$ cat src/rtl/stopwatch_pkg.sv
// -----------------------------------------------------------------------------
// stopwatch_pkg
// Shared definitions for the stopwatch control/count path:
//   - state_t   : start/pause/clear FSM state encoding
//   - DIG_MAX_* : terminal values of the BCD digits
//   - bcd_step  : single-digit BCD increment with wrap and carry-out
// -----------------------------------------------------------------------------
package stopwatch_pkg;

    typedef enum logic [1:0] {
        IDLE  = 2'd0,
        RUN   = 2'd1,
        PAUSE = 2'd2
    } state_t;

    localparam logic [3:0] DIG_MAX_9 = 4'd9;
    localparam logic [3:0] DIG_MAX_5 = 4'd5;

    // Returns {carry_out, next_digit}. Only steps when carry_in is set.
    // Uses >= so an out-of-range digit can only ever fall back to 0.
    function automatic logic [4:0] bcd_step(input logic [3:0] digit,
                                            input logic [3:0] max_val,
                                            input logic       carry_in);
        logic [4:0] result;
        if (!carry_in) begin
            result = {1'b0, digit};
        end else if (digit >= max_val) begin
            result = {1'b1, 4'd0};
        end else begin
            result = {1'b0, digit + 4'd1};
        end
        return result;
    endfunction

endpackage

$ cat src/rtl/stopwatch_bcd_ctrl_btn_debounce.sv
// -----------------------------------------------------------------------------
// btn_debounce
// Conditions one raw active-low push-button.
//   clk   : system clock
//   rst   : asynchronous active-low reset
//   key_n : raw button level, active-low, asynchronous to clk
//   press : one-cycle pulse on each accepted press (debounced 1->0)
// The debounced level only follows the synchronized input after DEB_CYCLES
// consecutive disagreeing cycles; any agreeing cycle restarts the count.
// -----------------------------------------------------------------------------
module btn_debounce #(
    parameter int DEB_CYCLES = 1000000
) (
    input  logic clk,
    input  logic rst,
    input  logic key_n,
    output logic press
);

    localparam int CW = (DEB_CYCLES > 1) ? $clog2(DEB_CYCLES) : 1;
    localparam logic [CW-1:0] CNT_LAST = CW'(DEB_CYCLES - 1);

    logic          r_sync1;
    logic          r_sync2;
    logic          r_deb;
    logic          r_press;
    logic [CW-1:0] r_cnt;

    always_ff @(posedge clk or negedge rst) begin
        if (!rst) begin
            r_sync1 <= 1'b1;
            r_sync2 <= 1'b1;
            r_deb   <= 1'b1;
            r_press <= 1'b0;
            r_cnt   <= '0;
        end else begin
            r_sync1 <= key_n;
            r_sync2 <= r_sync1;
            r_press <= 1'b0;
            if (r_sync2 == r_deb) begin
                r_cnt <= '0;
            end else if (r_cnt == CNT_LAST) begin
                // Level accepted; only the falling (press) direction is an event.
                r_deb   <= r_sync2;
                r_cnt   <= '0;
                r_press <= ~r_sync2;
            end else begin
                r_cnt <= r_cnt + 1'b1;
            end
        end
    end

    assign press = r_press;

endmodule

$ cat src/rtl/stopwatch_bcd_ctrl.sv
// -----------------------------------------------------------------------------
// stopwatch_bcd_ctrl
// Button conditioning, start/pause/clear FSM, tenths prescaler and an M:SS.t
// BCD counter feeding the 7-segment decoders.
//   clk        : system clock, rising edge
//   rst        : asynchronous active-low reset
//   key_ss_n   : raw start/stop button, active-low
//   key_clr_n  : raw clear button, active-low
//   dig_t      : tenths digit        (0-9)
//   dig_s0     : seconds ones digit  (0-9)
//   dig_s1     : seconds tens digit  (0-5)
//   dig_m      : minutes digit       (0-9)
//   running    : high while in RUN
//   tick       : one-cycle pulse on each count advance
//   wrap       : one-cycle pulse on the 9:59.9 -> 0:00.0 rollover
//   dbg_state  : current FSM state (debug observation)
//   dbg_presc  : current prescaler value (debug observation)
// CLK_HZ must be an integer multiple of TICK_HZ.
// -----------------------------------------------------------------------------
module stopwatch_bcd_ctrl
    import stopwatch_pkg::*;
#(
    parameter  int CLK_HZ     = 50000000,
    parameter  int TICK_HZ    = 10,
    parameter  int DEB_CYCLES = 1000000,
    localparam int DIV        = CLK_HZ / TICK_HZ,
    localparam int PW         = (DIV > 1) ? $clog2(DIV) : 1
) (
    input  logic          clk,
    input  logic          rst,
    input  logic          key_ss_n,
    input  logic          key_clr_n,
    output logic [3:0]    dig_t,
    output logic [3:0]    dig_s0,
    output logic [3:0]    dig_s1,
    output logic [3:0]    dig_m,
    output logic          running,
    output logic          tick,
    output logic          wrap,
    output logic [1:0]    dbg_state,
    output logic [PW-1:0] dbg_presc
);

    localparam logic [PW-1:0] PRESC_TC = PW'(DIV - 1);

    logic          w_ss_evt;
    logic          w_clr_evt;
    logic          w_tc;
    logic [4:0]    w_t_step;
    logic [4:0]    w_s0_step;
    logic [4:0]    w_s1_step;
    logic [4:0]    w_m_step;

    state_t        r_state;
    logic [PW-1:0] r_presc;
    logic [3:0]    r_t;
    logic [3:0]    r_s0;
    logic [3:0]    r_s1;
    logic [3:0]    r_m;
    logic          r_running;
    logic          r_tick;
    logic          r_wrap;

    btn_debounce #(.DEB_CYCLES(DEB_CYCLES)) u_deb_ss (
        .clk   (clk),
        .rst   (rst),
        .key_n (key_ss_n),
        .press (w_ss_evt)
    );

    btn_debounce #(.DEB_CYCLES(DEB_CYCLES)) u_deb_clr (
        .clk   (clk),
        .rst   (rst),
        .key_n (key_clr_n),
        .press (w_clr_evt)
    );

    // Prescaler terminal count; only meaningful while RUN.
    assign w_tc = (r_presc >= PRESC_TC);

    // BCD cascade: each stage steps only when every lower stage wraps.
    always_comb begin
        w_t_step  = bcd_step(r_t,  DIG_MAX_9, 1'b1);
        w_s0_step = bcd_step(r_s0, DIG_MAX_9, w_t_step[4]);
        w_s1_step = bcd_step(r_s1, DIG_MAX_5, w_s0_step[4]);
        w_m_step  = bcd_step(r_m,  DIG_MAX_9, w_s1_step[4]);
    end

    always_ff @(posedge clk or negedge rst) begin
        if (!rst) begin
            r_state   <= IDLE;
            r_presc   <= '0;
            r_t       <= '0;
            r_s0      <= '0;
            r_s1      <= '0;
            r_m       <= '0;
            r_running <= 1'b0;
            r_tick    <= 1'b0;
            r_wrap    <= 1'b0;
        end else begin
            r_tick <= 1'b0;
            r_wrap <= 1'b0;
            case (r_state)
                IDLE: begin
                    // IDLE holds everything cleared, so a clr here re-clears.
                    r_presc <= '0;
                    r_t     <= '0;
                    r_s0    <= '0;
                    r_s1    <= '0;
                    r_m     <= '0;
                    if (!w_clr_evt && w_ss_evt) begin
                        r_state   <= RUN;
                        r_running <= 1'b1;
                    end
                end
                RUN: begin
                    // A tick due on the same edge as a stop press is still applied.
                    if (w_tc) begin
                        r_presc <= '0;
                        r_tick  <= 1'b1;
                        r_wrap  <= w_m_step[4];
                        r_t     <= w_t_step[3:0];
                        r_s0    <= w_s0_step[3:0];
                        r_s1    <= w_s1_step[3:0];
                        r_m     <= w_m_step[3:0];
                    end else begin
                        r_presc <= r_presc + 1'b1;
                    end
                    // clr is ignored while running; ss wins over a simultaneous clr.
                    if (w_ss_evt) begin
                        r_state   <= PAUSE;
                        r_running <= 1'b0;
                    end
                end
                PAUSE: begin
                    // Prescaler holds so the partial tenth survives a resume.
                    if (w_clr_evt) begin
                        r_state   <= IDLE;
                        r_running <= 1'b0;
                        r_presc   <= '0;
                        r_t       <= '0;
                        r_s0      <= '0;
                        r_s1      <= '0;
                        r_m       <= '0;
                    end else if (w_ss_evt) begin
                        r_state   <= RUN;
                        r_running <= 1'b1;
                    end
                end
                default: begin
                    r_state   <= IDLE;
                    r_running <= 1'b0;
                    r_presc   <= '0;
                    r_t       <= '0;
                    r_s0      <= '0;
                    r_s1      <= '0;
                    r_m       <= '0;
                end
            endcase
        end
    end

    assign dig_t     = r_t;
    assign dig_s0    = r_s0;
    assign dig_s1    = r_s1;
    assign dig_m     = r_m;
    assign running   = r_running;
    assign tick      = r_tick;
    assign wrap      = r_wrap;
    assign dbg_state = r_state;
    assign dbg_presc = r_presc;

endmodule

$ cat config.mk
export PLATFORM = sky130hd
export DESIGN_NAME = stopwatch_bcd_ctrl
export DESIGN_NICKNAME = d
export VERILOG_FILES = /design/src/rtl/stopwatch_pkg.sv /design/src/rtl/stopwatch_bcd_ctrl_btn_debounce.sv /design/src/rtl/stopwatch_bcd_ctrl.sv
export SDC_FILE = /design/constraint.sdc
export NUM_CORES = 1
export LEC_CHECK = 0
export BUFFER_PORTS_ARGS = -buffer_cell sky130_fd_sc_hd__buf_2
export CAP_MARGIN = 10
export CORE_ASPECT_RATIO = 2
export CORE_MARGIN = 1.5
export CORE_UTILIZATION = 25
export CTS_BUF_LIST = sky130_fd_sc_hd__clkbuf_16
export CTS_CLUSTER_DIAMETER = 200
export DETAILED_ROUTE_END_ITERATION = 10
export PLACE_DENSITY = 0.52
export SLEW_MARGIN = 20
export SYNTH_ARGS = -nofsm -noshare
export SYNTH_HDL_FRONTEND = slang
export SYNTH_SLANG_ARGS = --single-unit
$ cat constraint.sdc
create_clock -name clk -period 2.4 [get_ports clk]
set_clock_uncertainty 0.1 [all_clocks]
set_input_delay 0.6 -clock clk [delete_from_list [all_inputs] [get_ports clk]]
set_output_delay 0.6 -clock clk [all_outputs]
set_load 0.01 [all_outputs]
==> summary.txt <==
Floorplan
  – Chip Width: 99.0 µm
  – Die area: 19300 µm²
  – Core region area: around 18000 µm²
  – Initial Util: 0.254
  – Ports: 48
  – Std-Cell Rows: 70
  – Die Y: just under 200 µm

Detailed routing
  – Drt drc: 6
  – DRT iter0 DRCs: 167
  – Number of routed nets with antenna violations: 0
  – Drt total wl: approximately 11000 µm
  – Via density: between 4 and 5
  – WL/cell: approximately 15 µm
  – DR pass1 iterations: 7
  – Via Count: 3615

Clocking
  – Worst-path clk slew: about 0.07 ns
  – H-Tree Depth: 3
  – Worst skew pair latency: around 0.34 ns
  – Clk sink count: 92
  – CTS Buf Count: 9
  – CTS root buffer: clkbuf_16
  – Max clock buf depth: 2
  – CTS tree: done

STA
  – Worst rel slew slack: 0.598
  – Post-route setup slack: about 0.12 ns
  – RSZ-0062 raised after global routing: no
  – Final setup vio count: 0
  – Final hold violation count: 0
  – Top achievable clock speed: between 0.4 and 0.5 GHz
  – Max Slew Vio Count: 0
  – Period minus WS final: ~2.3 ns
  – Worst slew pin tran: roughly 0.6 ns
  – Setup TNS: 0 ns
  – Tcrit/Tclk final: 0.948

Synth
  – Register area share after synthesis: 0.502
  – Mapped Area: 4600 µm²
  – Area leader, netlist: dfrtp_1
  – Yosys top cell area share: 0.468
  – Mapped Cells: 470
  – Top area cells in the synthesized netlist: dfrtp_1, xor2_1, nor2_1
  – Syn avg cell area: roughly 9.8 µm²
  – Synthesis-stage register bit count: 92
  – Synth warnings: 0
  – Netlist cell types: 52
  – Post-synth EDFFs: 0
  – Top FF cell, synth: dfrtp_1
  – Async set-reset flop share out of synthesis: 1.00
  – Syn nets: 489

Critical path
  – Setup Crit Path Kind: register to register
  – CP Max Fanout: 8
  – CP max-delay cell: or3_4
  – Critical path startpoint category: register
  – Worst Path Arrival: about 2.4 ns
  – Largest delay share family, worst path: compound AO/OA/AOI/OAI gates
  – Crit end category: register
  – Cells along the critical path: or3_4 > o211a_1 > a211oi_4 > a21o_1 > nor2_1 > o22ai_1
  – CP Data Required Time: ~2.6 ns
  – Crit-path max cell delay: around 0.42 ns
  – Buf/Inv on CP: 0

Power
  – Leakage: 2.58 nW
  – Power per standard cell area: about 570 nW/µm²
  – Max rail drop VDD: a little under 400 µV

Hold path
  – HP Class: primary input to asynchronous set/reset pin

Placed design
  – Gpl congestion: between 0.8 and 0.9
  – Detailed placement HPWL: roughly 8400 µm
  – Dpl cells: around 750
  – Pre-CTS WS: approximately 0.032 ns
  – Buffers added on ports: 47

Cells and area
  – Sequential Area: between 2000 and 2500 µm²
  – Ant diodes: 0
  – Final Core Density: 0.310
  – Area Growth Syn to Fin: 22.1%
  – Area occupied by multi-input gates: between 2000 and 2500 µm²
  – Final Non-Filler Cells: 761
  – Filler cells: around 1900
  – Final #Nets: 560
  – Share of layout cells above drive strength 1: 0.194

Status
  – Failing checks: design-rule violations
  – Outcome: finished, violations left

GRT
  – Largest net degree at the start of global routing: between 40 and 50
  – GRT Overall Usage: 0.123
  – Initial antenna violation count: 0
  – First-pass GRT wire length: 18900 µm
  – Total gr overflow: 0
  – Vias in the first global route: 3843

Run
  – Max_cap viols: 0
-- through the flow --
stage                     hold slack [ns]  total power, mW  area, µm²
final                               0.157             3.20       5620
after CTS                           0.171             3.26       5600
after global placement              0.246             1.68       5280
after global routing                0.198             3.33       5620
after floorplan                     0.204             1.63       4600
after detailed placement            0.251             1.68       5280
-- power by group --
group          internal (mW)  leakage (nW)  switching, mW
logic                 0.0232          1.17         0.0511
clock network          0.920         0.154          0.630
registers               1.56          1.26         0.0110
-- per-layer routing --
layer  vias to the layer above  share of wire  GRT usage
met4                         0          0.021     0.0466
li1                       1757              -          -
met3                        15          0.034     0.0248
met5                         -              0          0
met2                        58           0.57      0.237
met1                      1785           0.38      0.127
-- worst reg2reg max path: stages (launching register included) --
cell,delay [ns]
dfrtp_1,0.41
or3_4,0.42
o211a_1,0.28
a211oi_4,0.28
a21o_1,0.35
nor2_1,0.17
o22ai_1,0.18
-- area by class of cell --
| class | count | area share |
|---|---|---|
| sequential | 92 | 0.411 |
| multi-input combinational | 354 | 0.394 |
| timing repair buffer | 68 | 0.0792 |
| tap | 216 | 0.0481 |
| clock buffer | 9 | 0.0401 |
| clock inverter | 6 | 0.0171 |
| inverter | 16 | 0.0107 |
-- placed cells by master, fill, tap and decap left out, drive strengths merged, types with 4 or more instances in the layout --
master	n
xor2	38
nand2	44
nor3	12
and2	4
dfrtp	86
nor2	79
and4	5
nand2b	5
o21ai	18
nand3	32
clkbuf	9
and3	7
ha	15
buf	68
xnor2	18
dfstp	6
nand4	16
nor4	5
inv	18
a21oi	8
nor3b	5
a22o	6
-- path summary, 6_finish.rpt --
check	startpoint	to	slack, ns	cells after the start
worst max-delay path	dbg_presc[17]$_DFFE_PN0N_	dig_s1[3]$_DFFE_PN0P_	0.12	6
worst max register to register	dbg_presc[17]$_DFFE_PN0N_	dig_s1[3]$_DFFE_PN0P_	0.12	6
min in group clk	key_clr_n	u_deb_clr.r_sync1$_DFF_PN1_	0.26	1
max in group asynchronous	rst	u_deb_ss.r_deb$_DFFE_PN1P_	1.41	2
worst min register to register	u_deb_ss.r_sync1$_DFF_PN1_	u_deb_ss.r_sync2$_DFF_PN1_	0.26	0
worst min-delay path	rst	u_deb_clr.r_cnt[15]$_DFF_PN0_	0.16	1
-- cells in the mapped netlist, types with 4 or more instances --
cell      instances
dfrtp_1          86
nor2_1           78
nand2_1          43
xor2_1           38
nand3_1          32
xnor2_1          18
o21ai_0          17
inv_1            16
nand4_1          16
ha_1             15
nor3_1           12
a21oi_1           7
and3_1            7
buf_2             7
a22o_1            6
dfstp_2           6
and4_1            5
nand2b_1          5
nor3b_1           5
nor4_1            5
and2_1            4
-- registers in the layout, summed over array words and instances (netlist names), 2 cells and up --
register         count
u_deb_ss.r_cnt      20
dig_s1               4
u_deb_clr.r_cnt     20
dig_t                4
dig_m                4
dbg_state            2
dbg_presc           23
dig_s0               4
-- kinds of logic after synthesis --
family | after synthesis | synth area share
buf+inv | 24 | 0.0215
simple gates | 231 | 0.247
mux | 4 | 0.00951
compound gates | 48 | 0.0731
fa+ha+maj | 15 | 0.0408
flops | 92 | 0.502
xor+xnor | 56 | 0.107
-- timing repair --
| item | CTS | global route |
|---|---|---|
| hold buffers | 0 | 0 |
| resized for setup | 0 | 3 |
| buffers inserted | 0 | 0 |
| endpoints found under the setup margin | 0 | 9 |
Note: power is estimated with default switching activity, not from simulation.
